===== src/rtl/mute_gate_ctrl.sv =====
// Power-up mute and BCK-loss gate for the I2S lines feeding the TDA1540 path.
// Lines are held at IDLE_LEVEL until BCK has been stable for the resume window.
module mute_gate_ctrl #(
    parameter int unsigned    CLK_HZ      = 50000000,
    parameter int unsigned    STARTUP_S   = 30,
    parameter int unsigned    RESUME_MS   = 500,
    parameter int unsigned    LOSS_CYCLES = 64,
    parameter int unsigned    NCH         = 3,
    parameter logic [NCH-1:0] IDLE_LEVEL  = '0
) (
    input  logic           in_clk,
    input  logic           in_rst_n,
    input  logic [NCH-1:0] in_ch,
    input  logic           in_mute_req,
    output logic [NCH-1:0] out_ch,
    output logic           out_mute_led,
    output logic [2:0]     out_state,
    output logic [7:0]     out_loss_cnt
);

    localparam int unsigned PRESC_DIV     = CLK_HZ / 1000;
    localparam int unsigned PW            = (PRESC_DIV > 1) ? $clog2(PRESC_DIV) : 1;
    localparam int unsigned STARTUP_TICKS = STARTUP_S * 1000;
    localparam int unsigned MS_MAX        = (STARTUP_TICKS > RESUME_MS) ? STARTUP_TICKS : RESUME_MS;
    localparam int unsigned MW            = $clog2(MS_MAX + 1);
    localparam int unsigned GW            = $clog2(LOSS_CYCLES + 1);

    localparam logic [PW-1:0] PRESC_LAST   = PW'(PRESC_DIV - 1);
    localparam logic [MW-1:0] STARTUP_LAST = MW'(STARTUP_TICKS - 1);
    localparam logic [MW-1:0] RESUME_LAST  = MW'(RESUME_MS - 1);
    localparam logic [GW-1:0] GAP_MAX      = GW'(LOSS_CYCLES);

    typedef enum logic [2:0] {
        ST_STARTUP = 3'd0,
        ST_RESUME  = 3'd1,
        ST_ARMING  = 3'd2,
        ST_UNMUTED = 3'd3
    } state_t;

    state_t        state;
    state_t        state_next;
    logic [PW-1:0] presc;
    logic          tick;
    logic [MW-1:0] ms_cnt;
    logic [MW-1:0] ms_next;
    logic [7:0]    loss_cnt;
    logic [7:0]    loss_next;
    logic          enable;
    logic          enable_next;
    logic          mute_led;
    logic          s1;
    logic          s2;
    logic          s3;
    logic          bck_edge;
    logic [GW-1:0] gap;
    logic          sck_ok;
    logic          sck_ok_d;
    logic          loss_rise;

    // Free-running millisecond prescaler.
    assign tick = (presc == PRESC_LAST);

    always_ff @(posedge in_clk or negedge in_rst_n) begin
        if (!in_rst_n) begin
            presc <= '0;
        end else if (tick) begin
            presc <= '0;
        end else begin
            presc <= presc + PW'(1);
        end
    end

    // BCK synchroniser and activity monitor.
    always_ff @(posedge in_clk or negedge in_rst_n) begin
        if (!in_rst_n) begin
            s1 <= 1'b0;
            s2 <= 1'b0;
            s3 <= 1'b0;
        end else begin
            s1 <= in_ch[0];
            s2 <= s1;
            s3 <= s2;
        end
    end

    assign bck_edge = s2 ^ s3;

    always_ff @(posedge in_clk or negedge in_rst_n) begin
        if (!in_rst_n) begin
            gap <= '0;
        end else if (bck_edge) begin
            gap <= '0;
        end else if (gap != GAP_MAX) begin
            gap <= gap + GW'(1);
        end
    end

    assign sck_ok = (gap < GAP_MAX);

    // Held high out of reset so the first cycle can never look like a fresh loss.
    always_ff @(posedge in_clk or negedge in_rst_n) begin
        if (!in_rst_n) begin
            sck_ok_d <= 1'b1;
        end else begin
            sck_ok_d <= sck_ok;
        end
    end

    assign loss_rise = sck_ok_d & ~sck_ok;

    always_ff @(posedge in_clk or negedge in_rst_n) begin
        if (!in_rst_n) begin
            state    <= ST_STARTUP;
            ms_cnt   <= '0;
            loss_cnt <= '0;
            enable   <= 1'b0;
            mute_led <= 1'b1;
        end else begin
            state    <= state_next;
            ms_cnt   <= ms_next;
            loss_cnt <= loss_next;
            enable   <= enable_next;
            mute_led <= ~enable_next;
        end
    end

    always_comb begin
        state_next = state;
        ms_next    = ms_cnt;
        loss_next  = loss_cnt;
        case (state)
            ST_STARTUP: begin
                if (tick) begin
                    if (ms_cnt == STARTUP_LAST) begin
                        state_next = ST_RESUME;
                        ms_next    = '0;
                    end else begin
                        ms_next = ms_cnt + MW'(1);
                    end
                end
            end
            ST_RESUME: begin
                if (!sck_ok || in_mute_req) begin
                    ms_next = '0;
                end else if (tick) begin
                    if (ms_cnt == RESUME_LAST) begin
                        state_next = ST_ARMING;
                        ms_next    = '0;
                    end else begin
                        ms_next = ms_cnt + MW'(1);
                    end
                end
            end
            ST_ARMING: begin
                // Open the gate only while BCK is low so the first pulse is whole.
                if (!sck_ok || in_mute_req) begin
                    state_next = ST_RESUME;
                    ms_next    = '0;
                end else if (!s2) begin
                    state_next = ST_UNMUTED;
                end
            end
            ST_UNMUTED: begin
                if (!sck_ok || in_mute_req) begin
                    state_next = ST_RESUME;
                    ms_next    = '0;
                end
                if (loss_rise && (loss_cnt != 8'hFF)) begin
                    loss_next = loss_cnt + 8'd1;
                end
            end
            default: begin
                state_next = ST_STARTUP;
                ms_next    = '0;
            end
        endcase
        enable_next = (state_next == ST_UNMUTED);
    end

    assign out_ch       = enable ? in_ch : IDLE_LEVEL;
    assign out_mute_led = mute_led;
    assign out_state    = state;
    assign out_loss_cnt = loss_cnt;

endmodule


===== config.mk =====
export PLATFORM = sky130hd
export DESIGN_NAME = mute_gate_ctrl
export DESIGN_NICKNAME = d
export VERILOG_FILES = /design/src/rtl/mute_gate_ctrl.sv
export SDC_FILE = /design/constraint.sdc
export NUM_CORES = 1
export LEC_CHECK = 0
export BUFFER_PORTS_ARGS = -buffer_cell sky130_fd_sc_hd__buf_2
export CAP_MARGIN = 30
export CORE_AREA = 2 2 78 80
export DETAILED_ROUTE_END_ITERATION = 8
export DIE_AREA = 0 0 80 82
export GPL_ROUTABILITY_DRIVEN = 0
export PLACE_DENSITY = 0.74
export SLEW_MARGIN = 40
export SYNTH_ARGS = -nofsm -noshare
export SYNTH_HDL_FRONTEND = slang
export SYNTH_SLANG_ARGS = --single-unit

===== constraint.sdc =====
create_clock -name in_clk -period 2.1 [get_ports in_clk]
set_clock_uncertainty 0.05 [all_clocks]
set_input_delay 0.105 -clock in_clk [delete_from_list [all_inputs] [get_ports in_clk]]
set_output_delay 0.105 -clock in_clk [all_outputs]
set_load 0.1 [all_outputs]

# Word-level counts from Yosys, hierarchy flattened

Cells that the tools add are included.

Add/subtract/negate cells: 4
Eq/ne operators: 12
Div/mod/pow operators: 0
$lt $le $gt $ge: 1
Multiply operators: 0
Muxes and demuxes: 20
Shift-type cells: 0
Bitwise logic cells: 4
Reduce and logical (&&, ||, !) cells: 8

Operator list:

| operator                                               | count |
|---|---|
| 2-to-1 mux 15 bit                                      | 6 |
| case mux 15 bit (3 select lines)                       | 1 |
| 2-to-1 mux 3 bit                                       | 9 |
| adder 16 x 1 -> 16 bit (second input constant)         | 1 |
| == test 16 bit (second input constant)                 | 1 |
| 2-to-1 mux 16 bit                                      | 1 |
| adder 15 x 1 -> 15 bit (second input constant)         | 1 |
| == test 15 bit (second input constant)                 | 1 |
| == test 15 x 9 -> 1 bit (second input constant)        | 1 |
| 2-to-1 mux 7 bit                                       | 2 |
| case mux 3 bit (4 select lines)                        | 1 |
| == test 3 x 2 -> 1 bit (second input constant)         | 3 |
| adder 8 x 1 -> 8 bit (second input constant)           | 1 |
| inequality test 8 bit (second input constant)          | 1 |
| adder 7 x 1 -> 7 bit (second input constant)           | 1 |
| less-than comparator 7 bit (second input constant)     | 1 |
| inequality test 7 bit (second input constant)          | 1 |
| == test 3 x 1 -> 1 bit (second input constant)         | 1 |
| zero test 3 bit                                        | 1 |
| inequality test 3 bit (second input constant)          | 1 |
| AND reduction 3 bit                                    | 1 |
| inequality test 2 x 1 -> 1 bit (second input constant) | 1 |
| inequality test 2 bit (second input constant)          | 1 |
| NOT 1 bit                                              | 2 |
| other kinds (8)                                        | 8 |

Memory bits (writable): 0
Bits in latches: 0
Register bits: 55
Bits in read-only memories: 0
Memories kept: 0
Bits of input ports: 6

# Depth between registers and ports, before layout

Gate-level depths: netlist of the first run.

Word-level depth: 7
Mapped depth: 8
Gate-level depth less buffers: 7

# Worst setup path before layout of the first run

Ideal clock, no wire load.

Path type: register to register
Start point: register state[1], in the netlist out_state[1]
End point: register loss_cnt[1], in the netlist out_loss_cnt[1]
Setup time: 126 ps
Path slack: -255 ps
Data arrival time: 2179 ps
Buffers on the path: 1
Period minus slack after synthesis: 2355 ps
Stages on the path, launching flop included: 5
Cell sequence: dfrtp_1 -> buf_2 -> nand4b_1 -> a311oi_4 -> mux2_2

Longest elaborated chain between the ends: 2

Ends and longest elaborated chain:

| what                          | line | RTL |
|---|---|---|
| start, declared               | 40   | `state_t state;` |
| start signal, assigned        | 119  | `state <= state_next;` |
| == test 3 x 2 -> 1 bit        | 131  | `case (state)` |
| AND reduction 2 bit (no line) | --   |  |
| end signal, assigned          | 121  | `loss_cnt <= loss_next;` |
| end, declared                 | 46   | `logic [7:0] loss_cnt;` |

Every way passes these cells.
A chain may end at the register's enable or synchronous reset.

# Final worst setup path of the first run

Start point: register presc[0]
End point: register mute_led, in the netlist out_mute_led

Longest elaborated chain between the ends: 6
Elaborated cells between the ends (all ways): 7
Those cells by class: eq/ne: 2; mux: 4; bitwise: 1

Ends and longest elaborated chain:

| what                                | line | RTL |
|---|---|---|
| start, declared                     | 42   | `logic [PW-1:0] presc;` |
| start signal, assigned              | 69   | `presc <= presc + PW'(1);` |
| == test 16 bit (*)                  | 61   | `assign tick = (presc == PRESC_LAST);` |
| 2-to-1 mux 3 bit                    | 145  | `end else if (tick) begin` |
| 2-to-1 mux 3 bit                    | 143  | `if (!sck_ok \|\| in_mute_req) begin` |
| case mux 3 bit (4 select lines) (*) | 131  |  |
| == test 3 x 2 -> 1 bit (*)          | 177  | `enable_next = (state_next == ST_UNMUTED);` |
| NOT 1 bit (*)                       | 123  | `mute_led <= ~enable_next;` |
| end signal, assigned                | 123  |  |
| end, declared                       | 50   | `logic mute_led;` |

Mark *: on every way between the ends. The rest lies on a longest branch, timed or not.

==> metrics, run 1 <==
Max Root-Sink Buffers=2; reg2reg path depth=6; Fmax achieved=508 MHz; synth unique cells=48; cell taking the most area after synthesis=dfrtp_1; post-layout util=55.3%; sequential fraction of the synthesis area=50.0%; Tmin final=1970 ps; clock network power share=38.9%; antenna violations before repair=0; yosys warns=0; Syn-to-layout area delta=15.3%; vias in the first global route=1929; Critical-path top delay cell=or4_4; Crit. path cell count=6; RSZ-0062 raised after global routing=no; clock tree from TritonCTS=built; total track usage=16.5%; WL final=5090 um; Fin Hold WS=30.9 ps; worst vdd ir=0.428 mV; nets=307; final setup vio count=0; Post-Syn Instances=262; fin cells=372; Max Cap Violations=0; Synth Register Bits=55; final hold violation count=0; worst slew pin tran=512 ps; Period Utilization, post-route=93.8%; final max-slew violation count=0; Switch Pwr=472 uW; share of cells above drive strength 1=21.2%; Worst Setup Path Type=reg -> reg; first-pass GRT wire length=8500 um; Req. time, crit path=2300 ps; Initial Util=48.0%; via count=1999; Antenna diodes=0; drt first pass iters=4; R2R setup slack=130 ps; CP startpoint kind=flop; Syn Nets=273; Min-Delay Path Class=in -> reg; Worst setup EP type=flop; Post-Place Cells=360; WL/cell=13.7 um; Main synth FF type=dfrtp_1; FP Rows=28; Remaining DRCs=0; num ports=21; IO Port Bufs=20; internal power=1640 uW; top-area cell type share of the netlist area=48.1%; Fin Setup TNS=0 ps; gr ovfl total=0; worst skew pair latency=320 ps; Reg power frac=53.4%; crit-path max cell delay=430 ps; synthesized cell area=0.00276 sq mm; share of flip-flops with an asynchronous set or reset=100%; Detail Route Antenna Nets=0; drt via density=5.37; DIE HEIGHT=82 um; top cells by area, synth=dfrtp_1 (48%), xnor2_1 (4.8%), nor2_1 (4.0%), xor2_1 (3.8%), a22o_1 (2.5%); cell area power density=664 mW/mm^2; Die W=80 um; number of buffers created by CTS=5; Critical path buffers and inverters=0; H-Tree Depth=2; Comb pwr share=7.7%; Top delay family on crit path=simple AND/OR/NAND/NOR gates; Worst-path clk slew=100 ps; Lkg Pwr=0.00147 uW; Core Area=0.00575 sq mm; critical path fanouts, max=6; Avg Cell Area, Syn=10.5 sq um; outcome=finished clean; switching portion of total power=22.4%; relative slew slack=65.8%; CP arrival=2170 ps; Post-synth EDFFs=0; hold path depth=3; Clock Sinks=55; Post-DP HPWL=3620 um; critical-path cell list=ha_1 -> and3_2 -> and4_1 -> a31oi_1 -> or4_4 -> or2_1; Iter 0 DRT Violations=112; Root Buffer=clkbuf_8; die area=0.00656 sq mm; largest net degree at the start of global routing=22
==> worst min-delay path, stage by stage <==
cell and delay, ps:
buf_2 110, or4_4 130, inv_1 30
==> registers in the layout, indices dropped and copies added (netlist names) <==
register      flops
out_mute_led      1
out_state         3
gap               7
s1                1
presc            16
s2                1
sck_ok_d          1
enable            1
ms_cnt           15
out_loss_cnt      8
s3                1
==> final timing paths <==
kind,from,end
worst max-delay path,presc[0],out_mute_led
worst min-delay path,in_mute_req,out_state[1]
worst max register to register,presc[0],out_mute_led
worst min register to register,s1,s2
max in group asynchronous,in_rst_n,sck_ok_d
min in group asynchronous,in_rst_n,ms_cnt[11]
==> metal layers <==
metal | vias to the layer above | GRT usage [%] | routed length [um]
met5 | - | 0 | 0
li1 | 1002 | - | -
met3 | 7 | 5.05 | 194
met4 | 0 | 4.07 | 50
met2 | 30 | 26.8 | 2350
met1 | 960 | 21.7 | 2490
==> power groups by stage <==
stage	logic, uW	registers, uW	clock network, uW
global placement	154	1150	0
global route	184	1130	884
floorplan	94.7	1150	0
finish	162	1130	820
detailed placement	160	1150	0
CTS	164	1120	837
==> cell usage in the layout (no fill, tap or decap), types with 5 or more instances in the layout <==
| cell type | count |
|---|---|
| nand3_1 | 14 |
| nand2_1 | 13 |
| xor2_1 | 12 |
| nor3_1 | 5 |
| a22o_1 | 8 |
| nand4_1 | 10 |
| dfrtp_2 | 8 |
| inv_1 | 11 |
| nor2_1 | 29 |
| and4_1 | 6 |
| buf_2 | 20 |
| o21ai_0 | 7 |
| dfrtp_1 | 45 |
| and3_1 | 9 |
| xnor2_1 | 15 |
| buf_4 | 10 |
| nor2b_1 | 8 |
| clkbuf_8 | 5 |
==> cell type report <==
class / count / area, sq um
inverters: 11 / 41.3
clock inverters: 2 / 60.1
multi-input cells: 190 / 1310
fillers: 503 / 2570
flip-flops and latches: 55 / 1390
well taps: 75 / 93.8
clock buffers: 6 / 72.6
repair buffers: 33 / 215
==> cell families (layout without fill, tap and decap cells) <==
kind of cell	count (synthesis)	in the layout	synth area share [%]
XOR/XNOR	27	27	8.58
flip-flops	55	55	50.0
AND/OR/NAND/NOR	115	115	23.7
AO/OA/AOI/OAI	38	38	10.8
multiplexers	4	4	1.54
buffers and inverters	17	52	2.95
adder cells (fa/ha/maj)	5	5	2.27
other	1	1	0.136
==> per-stage QoR <==
| step | instance area [sq um] | setup slack, ps | power (uW) |
|---|---|---|---|
| floorplan | 2770 | 16.7 | 1240 |
| global placement | 3000 | 135 | 1300 |
| detailed placement | 3000 | 95.2 | 1310 |
| CTS | 3150 | 90.8 | 2130 |
| global route | 3180 | 20.7 | 2200 |
| finish | 3180 | 131 | 2110 |
==> Yosys cell counts, types with 3 or more instances <==
cell type and n:
nor2b_1 8, a21o_1 4, o21ai_0 9, and4_1 6, xnor2_1 15, nor3_1 5
nand2_1 13, nand4_1 10, xor2_1 12, and2_1 4, ha_1 5, and3_1 9
nand3_1 14, nor2_1 29, dfrtp_1 53, inv_1 11, a22o_1 8, o2bb2ai_1 3
o22ai_1 4, nor4_1 4
==> what timing repair did <==
action / CTS / global route
resized for setup: 0 / 4
hold endpoints to repair: 18 / 0
hold buffers: 2 / 0
setup buffers: 0 / 2
endpoints found under the setup margin: 0 / 7
No activity file was read; power rests on OpenSTA's default activity.
==> inputs of run 2 (changes only) <==
Settings changed: CTS_BUF_LIST from default to sky130_fd_sc_hd__clkbuf_16, PLACE_DENSITY 0.74 to 0.66.
==> run 2 against run 1 <==
Effect of this change: core utilization increased by 0.74 points; setup slack got worse by 14 ps; sequential power about the same; largest cell class unchanged; highest routed layer unchanged.
==> metrics, run 2 (synthesized netlist as in run 1, its figures left out) <==
Req. time, crit path=2270 ps; Worst setup EP type=flop; Max Cap Violations=0; Initial Util=48.0%; Post-DP HPWL=3640 um; Worst Setup Path Type=reg -> reg; worst slew pin tran=556 ps; relative slew slack=62.8%; Max Root-Sink Buffers=2; final setup vio count=0; hold path depth=3; placed cell area=0.00303 sq mm; total track usage=17.1%; Root Buffer=clkbuf_16; Reg with most FFs=presc; final hold violation count=0; Syn-to-layout area delta=16.8%; gr ovfl total=0; post-layout util=56.0%; critical path fanouts, max=5; Critical path buffers and inverters=0; # fillers=513; crit-path max cell delay=440 ps; drt first pass iters=4; critical-path cell list=ha_2 -> and4bb_2 -> and4_1 -> a31oi_1 -> or4_4 -> or2_1; num ports=21; via count=2029; Core Area=0.00575 sq mm; clock tree from TritonCTS=built; share of cells above drive strength 1=21.9%; most common cell after layout, fill and taps aside=dfrtp_1; Tmin final=1980 ps; DIE HEIGHT=82 um; worst vdd ir=0.393 mV; Remaining DRCs=0; vias in the first global route=1913; cell area power density=661 mW/mm^2; Min-Delay Endpoint=out_state[1]; largest net degree at the start of global routing=56; fin area=0.00322 sq mm; R2R setup slack=120 ps; worst skew pair latency=290 ps; H-Tree Depth=2; CP startpoint kind=flop; outcome=finished clean; WL/cell=13.9 um; first-pass GRT wire length=8810 um; Reg2Reg Launch Point=ms_cnt[0]; FP Rows=28; Critical-path top delay cell=or4_4; most frequent cells in the layout=dfrtp_1 (45), nor2_1 (29), buf_2 (20), xnor2_1 (15), nand3_1 (14); metal2 WL=2350 um; IO Port Bufs=20; Die W=80 um; nets=307; critical hold path startpoint=in_mute_req; WL final=5180 um; Fmax achieved=504 MHz; Fin Hold WS=58.8 ps; antenna violations before repair=0; Top delay family on crit path=simple AND/OR/NAND/NOR gates; CP arrival=2160 ps; Design Power=2130 uW; Antenna diodes=0; Reg2Reg Capture Point=out_mute_led; Top Metal Used=met4; Worst-path clk slew=70 ps; reg2reg path depth=6; max reg flops=16; number of buffers created by CTS=5; Iter 0 DRT Violations=98; met1 WL=2580 um; Period Utilization, post-route=94.4%; final max-slew violation count=0; met3 routed WL=173 um; die area=0.00656 sq mm; Clock Sinks=55; Detail Route Antenna Nets=0; Min-Delay Path Class=in -> reg; Fin Setup TNS=0 ps; Lkg Pwr=0.00148 uW; RSZ-0062 raised after global routing=no; drt via density=5.45
-- run 2: repair_timing --
| action | in CTS | in global routing |
|---|---|---|
| hold buffers | 2 | 0 |
| setup buffers | 0 | 1 |
| setup endpoints to repair | 0 | 7 |
| gates resized for setup | 0 | 6 |
| endpoints found under the hold margin | 54 | 0 |
-- run 2: worst register-to-register path, delay by kind of cell, from the launching register on --
kind                     cells  cell delay [ps]
AND/OR/NAND/NOR              4             1160
flip-flops                   1              390
adder cells (fa/ha/maj)      1              220
AO/OA/AOI/OAI                1              100
-- run 2: worst max-delay path by stage --
stage / slack (ps) / cells after the start / to / startpoint
floorplan: 20 / 3 / out_loss_cnt[1] / out_loss_cnt[6]
global placement: 140 / 6 / out_mute_led / presc[0]
detailed placement: 100 / 7 / ms_cnt[8] / ms_cnt[0]
CTS: 80 / 7 / ms_cnt[8] / ms_cnt[0]
global route: 6 / 6 / out_mute_led / ms_cnt[0]
finish: 120 / 6 / out_mute_led / ms_cnt[0]
-- run 2: metal layers --
layer	global-route usage, %	vias up
met5	0	-
met1	23.3	992
met3	4.18	7
met2	26.7	27
met4	5.93	0
li1	-	1003
-- run 2: power by group --
part	internal [uW]	switching, uW	leakage, uW	total, uW
logic	74.0	96.2	0.000689	170
registers	1090	34.7	0.000720	1130
clock network	449	385	0.0000717	833
total	1610	516	0.00148	2130
-- run 2: area by class of cell --
| class | instances | area [sq um] | share of cell area [%] |
|---|---|---|---|
| repair buffers | 33 | 240 | 7.46 |
| multi-input cells | 190 | 1310 | 40.6 |
| inverters | 11 | 41.3 | 1.28 |
| clock inverters | 3 | 23.8 | 0.738 |
| flip-flops and latches | 55 | 1390 | 43.1 |
| well taps | 75 | 93.8 | 2.91 |
| clock buffers | 5 | 125 | 3.89 |
-- run 2: metrics by stage --
step,worst slack (ps),std cells
detailed placement,104,361
global route,6.22,372
finish,117,372
global placement,141,361
CTS,84.2,371
floorplan,16.7,262
